--- src/rtl/tt_pkg.sv ---
// rtl/tt_pkg.sv - shared state encoding and width helpers for the truth-table sweeper
package tt_pkg;

    typedef enum logic [1:0] {
        ST_IDLE   = 2'd0,
        ST_SETTLE = 2'd1,
        ST_SAMPLE = 2'd2,
        ST_DONE   = 2'd3
    } tt_state_t;

    // A vector index is N_IN bits, but never narrower than one bit.
    function automatic int idx_width(input int n_in);
        return (n_in < 1) ? 1 : n_in;
    endfunction

    // The settle counter only has to hold SETTLE-1, so clog2(SETTLE) bits are enough.
    function automatic int timer_width(input int settle);
        return (settle <= 1) ? 1 : $clog2(settle);
    endfunction

endpackage

--- src/rtl/settle_timer.sv ---
// rtl/settle_timer.sv - loadable down-counter with a zero flag
module settle_timer #(
    parameter int W = 1
) (
    input  logic         clk,
    input  logic         rst_n,
    input  logic         load,
    input  logic [W-1:0] load_val,
    input  logic         dec,
    output logic         zero
);

    logic [W-1:0] count;

    always_ff @(posedge clk) begin
        if (!rst_n) begin
            count <= '0;
        end else if (load) begin
            count <= load_val;
        end else if (dec && (count != '0)) begin
            count <= count - 1'b1;
        end
    end

    assign zero = (count == '0);

endmodule

--- src/rtl/truth_table_sweeper.sv ---
// rtl/truth_table_sweeper.sv - clocked exhaustive input sweep comparing two gate implementations
module truth_table_sweeper
    import tt_pkg::*;
#(
    parameter int N_IN   = 2,
    parameter int SETTLE = 1
) (
    input  logic                 clk,
    input  logic                 rst_n,
    input  logic                 start,
    output logic [N_IN-1:0]      vec_out,
    output logic                 vec_valid,
    input  logic                 res_a,
    input  logic                 res_b,
    output logic                 busy,
    output logic                 done,
    output logic [2**N_IN-1:0]   table_a,
    output logic [2**N_IN-1:0]   table_b,
    output logic [2**N_IN-1:0]   mismatch_map,
    output logic [N_IN:0]        mismatch_cnt,
    output logic                 equiv
);

    localparam int IW = idx_width(N_IN);
    localparam int TW = timer_width(SETTLE);
    localparam logic [TW-1:0] WAIT_LOAD = TW'(SETTLE - 1);

    tt_state_t     state;
    tt_state_t     state_next;
    logic [IW-1:0] idx;
    logic          idx_last;
    logic          tmr_load;
    logic          tmr_dec;
    logic          tmr_zero;

    assign idx_last = (idx == {IW{1'b1}});

    settle_timer #(
        .W (TW)
    ) u_settle_timer (
        .clk      (clk),
        .rst_n    (rst_n),
        .load     (tmr_load),
        .load_val (WAIT_LOAD),
        .dec      (tmr_dec),
        .zero     (tmr_zero)
    );

    always_comb begin
        state_next = state;
        tmr_load   = 1'b0;
        tmr_dec    = 1'b0;
        case (state)
            ST_IDLE: begin
                if (start) begin
                    state_next = ST_SETTLE;
                    tmr_load   = 1'b1;
                end
            end
            ST_SETTLE: begin
                if (tmr_zero) begin
                    state_next = ST_SAMPLE;
                end else begin
                    tmr_dec = 1'b1;
                end
            end
            ST_SAMPLE: begin
                if (idx_last) begin
                    state_next = ST_DONE;
                end else begin
                    state_next = ST_SETTLE;
                    tmr_load   = 1'b1;
                end
            end
            ST_DONE: begin
                state_next = ST_IDLE;
            end
            default: begin
                state_next = ST_IDLE;
            end
        endcase
    end

    // busy/done are decoded from the next state so they line up with the state register.
    always_ff @(posedge clk) begin
        if (!rst_n) begin
            state        <= ST_IDLE;
            idx          <= '0;
            vec_out      <= '0;
            vec_valid    <= 1'b0;
            busy         <= 1'b0;
            done         <= 1'b0;
            table_a      <= '0;
            table_b      <= '0;
            mismatch_map <= '0;
            mismatch_cnt <= '0;
            equiv        <= 1'b1;
        end else begin
            state <= state_next;
            busy  <= (state_next == ST_SETTLE) || (state_next == ST_SAMPLE);
            done  <= (state_next == ST_DONE);
            case (state)
                ST_IDLE: begin
                    if (start) begin
                        idx          <= '0;
                        vec_out      <= '0;
                        vec_valid    <= 1'b1;
                        table_a      <= '0;
                        table_b      <= '0;
                        mismatch_map <= '0;
                        mismatch_cnt <= '0;
                        equiv        <= 1'b1;
                    end
                end
                ST_SAMPLE: begin
                    table_a[idx]      <= res_a;
                    table_b[idx]      <= res_b;
                    mismatch_map[idx] <= res_a ^ res_b;
                    if (res_a != res_b) begin
                        mismatch_cnt <= mismatch_cnt + 1'b1;
                        equiv        <= 1'b0;
                    end
                    if (idx_last) begin
                        vec_valid <= 1'b0;
                        vec_out   <= '0;
                    end else begin
                        idx     <= idx + 1'b1;
                        vec_out <= idx + 1'b1;
                    end
                end
                default: begin
                end
            endcase
        end
    end

endmodule

--- config.mk ---
export PLATFORM = sky130hd
export DESIGN_NAME = truth_table_sweeper
export DESIGN_NICKNAME = d
export VERILOG_FILES = /design/src/rtl/tt_pkg.sv /design/src/rtl/settle_timer.sv /design/src/rtl/truth_table_sweeper.sv
export SDC_FILE = /design/constraint.sdc
export NUM_CORES = 1
export LEC_CHECK = 0
export CAP_MARGIN = 25
export CORE_UTILIZATION = 50
export DETAILED_ROUTE_END_ITERATION = 8
export HOLD_SLACK_MARGIN = 0.03
export PLACE_DENSITY = 0.79
export SKIP_CTS_REPAIR_TIMING = 1
export SYNTH_ARGS = -nofsm -noshare
export SYNTH_HDL_FRONTEND = slang
export SYNTH_HIERARCHICAL = 1
export SYNTH_SLANG_ARGS = --single-unit
export TNS_END_PERCENT = 30
--- constraint.sdc ---
create_clock -name clk -period 2.9 [get_ports clk]
set_input_delay 0.435 -clock clk [delete_from_list [all_inputs] [get_ports clk]]
set_output_delay 0.435 -clock clk [all_outputs]
set_load 0.1 [all_outputs]
==> results.py, run 1 <==
metrics = {
    "outcome": {
        "outcome": "complete, no violations",
    },
    "timing": {
        "setup_ws_ns": 1.08,
        "tightest_slew_ns": 0.624,
        "skew_ns": 0.00240,
        "finalSetupViolCount": 0,
        "slew_viol_final": 0,
        "maxSlewHeadroom_pct": 58.4,
        "fin_crit_ns": 1.82,
        "rsz0062_at_grt": "false",
        "hold_viol": 0,
        "setup_tns_ns": 0,
        "period_share_pct": 62.6,
        "fmax_mhz": 551,
    },
    "route": {
        "drtAntennaViolNets": 0,
        "drc": 0,
        "drt_first_pass_iters": 4,
        "vias": 1006,
        "viasPerCell": 5.44,
        "drt-total-wl_um": 2370,
        "wire_per_inst_um": 12.8,
        "drt_iter0_markers": 14,
    },
    "clocking": {
        "htree_levels": 1,
        "cts_made_buffers": 3,
        "clock_latency_ns": 0.31,
        "cts_max_path_buffers": 2,
        "cts.sinks": 26,
        "clk_pin_slew_ns": 0.13,
        "root_buffer": "clkbuf_4",
        "tritoncts": "done",
    },
    "place": {
        "io_buffers": 25,
        "hpwl_um": 1760,
        "gp_congestion": 0.767,
        "pre_cts_ws_ns": 0.869,
        "place_area_sq_um": 1420,
        "placedCellCount": 182,
    },
    "layout": {
        "final_nets": 171,
        "area_delta_synth_final_pct": 16.9,
        "n_fill_cell": 189,
        "diodes": 0,
        "stdcell_count": 185,
        "fin_area_sq_um": 1450,
        "layout-drive-gt1-share_pct": 21.0,
    },
    "synthesis": {
        "ys_types": 38,
        "syn_area_per_cell_sq_um": 9.09,
        "async_flop_share_pct": 0,
        "syn-num-nets": 148,
        "synth_edf_count": 0,
        "synth_seq_area_share_pct": 42.1,
        "syn_inst": 136,
        "ys_seq_elements": 26,
        "yosys-top-cells-area": "dfxtp_1 42%, ha_1 7.1%, nand2_1 5.8%, o22ai_1 4.6%, nand4_1 4.0%",
        "synth_top_cell_by_area": "dfxtp_1",
        "syn_area_sq_um": 1240,
        "synth.top_cell.area_share_pct": 42.1,
        "yosys_warnings": 6,
        "yosys_most_used_dff": "dfxtp_1",
    },
    "global_route": {
        "grt-ovfl-total": 0,
        "grt_pass1_wl_um": 3910,
        "grt_pass1_vias": 907,
        "grt_max_degree": 37,
        "track_usage_pct": 19.1,
        "antenna_found_initial": 0,
    },
    "critical_path": {
        "end_kind": "flop",
        "required_ns": 3.12,
        "critPathLaunchType": "flop",
        "crit_type": "flop to flop",
        "cp_max_fo": 17,
        "cp.arrival_ns": 2.03,
    },
    "power": {
        "ir_drop_uv": 284,
        "p_per_area_nw_per_um2": 451,
        "p_leak_uw": 0.000604,
    },
    "floorplanning": {
        "die_x_um": 51.7,
        "die-height_um": 51.7,
        "ios": 26,
        "rows": 17,
        "fp.dieArea_sq_um": 2670,
        "core_area_sq_um": 2280,
        "start_util_pct": 54.3,
    },
    "hold_path": {
        "hold_class": "flop to flop",
    },
    "run": {
        "max-cap-violations": 0,
    },
}
## per-layer routing
| metal | global-route usage [%] | part of all wire [%] | vias to the layer above |
|---|---|---|---|
| li1 | - | - | 512 |
| met1 | 24.4 | 47 | 477 |
| met2 | 33.3 | 50 | 15 |
| met3 | 2.92 | 2.5 | 2 |
| met4 | 4.95 | 0.55 | 0 |
| met5 | 0 | 0 | - |
## flip-flops by register name, indices dropped and copies added (netlist names)
name / flops
state: 2
table_a: 4
mismatch_cnt: 3
table_b: 4
busy: 1
u_settle_timer/count: 1
equiv: 1
vec_valid: 1
idx: 2
vec_out: 2
done: 1
mismatch_map: 4
## layout make-up
class	count	area (sq um)	area share, %
repair buffers	26	205	14.2
clock buffers	3	22.5	1.56
inverters	11	41.3	2.86
flip-flops and latches	26	520	36.0
well taps	28	35.0	2.42
multi-input cells	91	621	42.9
## synth_stat cells, types with 2 or more instances
| cell | n |
|---|---|
| nand2b_1 | 2 |
| clkbuf_1 | 3 |
| inv_1 | 11 |
| nor2_1 | 3 |
| dfxtp_1 | 26 |
| nor2b_1 | 4 |
| o22ai_1 | 9 |
| nand3_1 | 5 |
| mux2i_1 | 4 |
| a21oi_2 | 3 |
| and2_1 | 3 |
| nand4_1 | 8 |
| buf_4 | 2 |
| ha_1 | 7 |
| a21oi_1 | 4 |
| nand2_1 | 19 |
| buf_6 | 2 |
## path summary, 6_finish.rpt
kind / startpoint / endpoint / slack [ns] / cells after the start
min reg2reg: table_b[3]$_SDFFE_PN0P_ / table_b[3]$_SDFFE_PN0P_ / 0.47 / 2
max reg2reg: state[1]$_SDFF_PN0_ / busy$_SDFF_PN0_ / 1.08 / 4
min: table_b[3]$_SDFFE_PN0P_ / table_b[3]$_SDFFE_PN0P_ / 0.47 / 2
max: state[1]$_SDFF_PN0_ / busy$_SDFF_PN0_ / 1.08 / 4
## cells in the final DEF, fill, tap and decap left out, types with 3 or more instances in the layout
cell | netlist | final
dfxtp_1 | 26 | 26
buf_4 | 2 | 22
nand2_1 | 19 | 19
inv_1 | 11 | 11
o22ai_1 | 9 | 9
nand4_1 | 8 | 8
ha_1 | 7 | 7
nand3_1 | 5 | 5
nor2b_1 | 4 | 4
a21oi_1 | 4 | 4
mux2i_1 | 4 | 4
clkdlybuf4s50_1 | 0 | 4
and2_1 | 3 | 3
nor2_1 | 3 | 3
a21oi_2 | 3 | 3
clkbuf_4 | 0 | 3
## where the power goes
group	total, uW	internal, uW	leakage, uW	switching (uW)
Sequential	378	367	0.000211	10.7
Combinational	127	37.4	0.000380	89.9
Clock	147	48.5	0.0000138	98.7
Total	652	453	0.000604	199
## stage by stage
step / power, uW / hold slack (ns) / utilization (%)
floorplan: 489 / 0.470 / -
global placement: 511 / 0.450 / 62.5
global route: 682 / 0.499 / 63.5
CTS: 657 / 0.474 / 63.5
finish: 652 / 0.471 / 63.5
detailed placement: 513 / 0.453 / 62.5
## cell families after synthesis
logic type / Yosys count / share of synthesized area [%]
other: 1 / 0.303
DFF: 26 / 42.1
adders and majority gates: 7 / 7.08
muxes: 4 / 3.24
AOI/OAI and AO/OA: 29 / 17.3
xor gates and xnor gates: 2 / 2.02
and+or+nand+nor: 48 / 20.2
buffers and inverters: 19 / 7.69
## critical path, cell delays in order (launching register included)
cell and delay (ns):
dfxtp_1 0.74, nor2b_4 0.42, a22o_1 0.20, ha_1 0.22, and2_1 0.15
No activity file was read; power rests on OpenSTA's default activity.
==> run 2, diff against run 1 <==
- CORE_UTILIZATION: 50 -> 49
- PLACE_DENSITY: 0.79 -> 0.77
- clock period: 2.9 -> 1.7 ns (I/O delays scaled with it)
==> run 2 against run 1 <==
  * Register-to-register slack worse by 0.90 ns
  * Hold slack better by 0.034 ns
  * First-iteration DRC count grew to 2.5 times the previous value
  * Sequential power is 71% higher
  * Cell area is 22% higher
  * Clock-buffer cell count is 1 higher
  * Via count is 3.8% higher
  * Utilization is 13 points higher
==> results.py, run 2 (same netlist as run 1, synthesis figures left out) <==
metrics = {
    "outcome": {
        "outcome": "complete, no violations",
    },
    "power": {
        "p_per_area_nw_per_um2": 692,
        "p_leak_uw": 0.000694,
        "p_total_uw": 1220,
        "ir_drop_uv": 800,
    },
    "critical_path": {
        "path_common_cell": "mux2i_1",
        "required_ns": 1.96,
        "rr_startpoint": "idx[0]$_SDFFE_PN0P_",
        "path_cells": "ha_1 -> mux2i_1 -> nor2_1 -> mux2i_1",
        "critPathLaunch": "idx[0]$_SDFFE_PN0P_",
        "cp.arrival_ns": 1.77,
        "critPathLaunchType": "flop",
        "slowest_stage": "dfxtp_1",
        "end_kind": "flop",
        "critPathMaxStageDelay_ns": 0.47,
        "crit_type": "flop to flop",
        "cp_max_fo": 7,
    },
    "route": {
        "drtAntennaViolNets": 0,
        "viasPerCell": 5.52,
        "drt-total-wl_um": 2690,
        "vias": 1044,
        "drt_iter0_markers": 35,
        "wire_per_inst_um": 14.2,
        "drt_first_pass_iters": 4,
        "drc": 0,
    },
    "timing": {
        "fin_crit_ns": 1.51,
        "finalSetupViolCount": 0,
        "rsz0062_at_grt": "false",
        "period_share_pct": 88.9,
        "setup_ws_ns": 0.188,
        "skew_ns": 0.00417,
        "slew_viol_final": 0,
        "setup_tns_ns": 0,
        "hold_viol": 0,
        "fmax_mhz": 661,
    },
    "clocking": {
        "tritoncts": "done",
        "cts.sinks": 26,
        "htree_levels": 1,
        "clock_latency_ns": 0.32,
        "clk_pin_slew_ns": 0.13,
        "cts_max_path_buffers": 2,
        "root_buffer": "clkbuf_4",
        "cts_made_buffers": 3,
    },
    "global_route": {
        "antenna_found_initial": 0,
        "grt-ovfl-total": 0,
        "grt_max_degree": 37,
        "grt_pass1_vias": 1066,
        "track_usage_pct": 23.7,
        "grt_pass1_wl_um": 4620,
    },
    "floorplanning": {
        "die_x_um": 52.2,
        "start_util_pct": 53.8,
        "rows": 17,
        "die-height_um": 52.2,
        "fp.dieArea_sq_um": 2730,
        "ios": 26,
        "core_area_sq_um": 2300,
    },
    "layout": {
        "regArea_sq_um": 520,
        "diodes": 0,
        "reg.largest.list": "mismatch_map (4), table_a (4), table_b (4)",
        "layout_common_cells": "26 x dfxtp_1, 22 x buf_12, 19 x nand2_1",
        "multiInputGateArea_sq_um": 621,
        "final_nets": 174,
        "final_common_cell": "dfxtp_1",
        "layout-drive-gt1-share_pct": 23.0,
        "final_util_pct": 76.5,
        "area_delta_synth_final_pct": 42.1,
        "n_fill_cell": 151,
    },
    "hold_path": {
        "hold_class": "flop to flop",
        "worstHoldStart": "table_a[3]$_SDFFE_PN0P_",
    },
    "place": {
        "gp_congestion": 0.800,
        "io_buffers": 25,
        "hpwl_um": 2090,
        "pre_cts_ws_ns": 0.121,
    },
    "run": {
        "max-cap-violations": 0,
    },
}
==> run 2: changes by cell type in the layout (fill, tap and decap cells not counted) <==
cell	delta
clkbuf_8	+1
buf_12	+22
buf_4	-19
==> run 2: report_power, final <==
part	leakage (uW)	switching (uW)	total, uW	internal [uW]
clock	0.0000210	178	309	131
combinational	0.000463	161	259	98.5
sequential	0.000211	21.4	648	626
==> run 2: through the flow <==
stage | hold slack (ns) | std cells | cell area (sq um)
after global routing | 0.529 | 189 | 1760
after floorplan | 0.409 | 136 | 1240
after detailed placement | 0.489 | 185 | 1720
after CTS | 0.507 | 189 | 1760
after global placement | 0.479 | 185 | 1720
final | 0.505 | 189 | 1760
==> run 2: layout make-up <==
cell class,instances,area share (%)
Inverter,11,2.35
Multi-Input combinational cell,91,35.3
Tap cell,28,1.99
Sequential cell,26,29.6
Timing Repair Buffer,29,28.6
Clock buffer,4,2.07
==> run 2: worst paths after layout <==
kind,endpoint,slack (ns),depth (start not counted)
worst min register to register,table_a[3]$_SDFFE_PN0P_,0.51,2
worst max-delay path,table_b[3]$_SDFFE_PN0P_,0.19,4
worst min-delay path,table_a[3]$_SDFFE_PN0P_,0.51,2
worst max register to register,table_b[3]$_SDFFE_PN0P_,0.19,4
==> run 2: worst max-delay path: cells and delay by family, from the launching register on <==
family | cells | cell delay (ns)
DFF | 1 | 0.47
muxes | 2 | 0.35
and+or+nand+nor | 1 | 0.32
adders and majority gates | 1 | 0.31
==> run 2: per-layer routing <==
metal	up-vias	GRT usage (%)	part of all wire, %
li1	520	-	-
met3	4	6.09	3.6
met4	0	7.02	0.93
met2	21	44.2	53
met1	499	26.0	42
met5	-	0	0
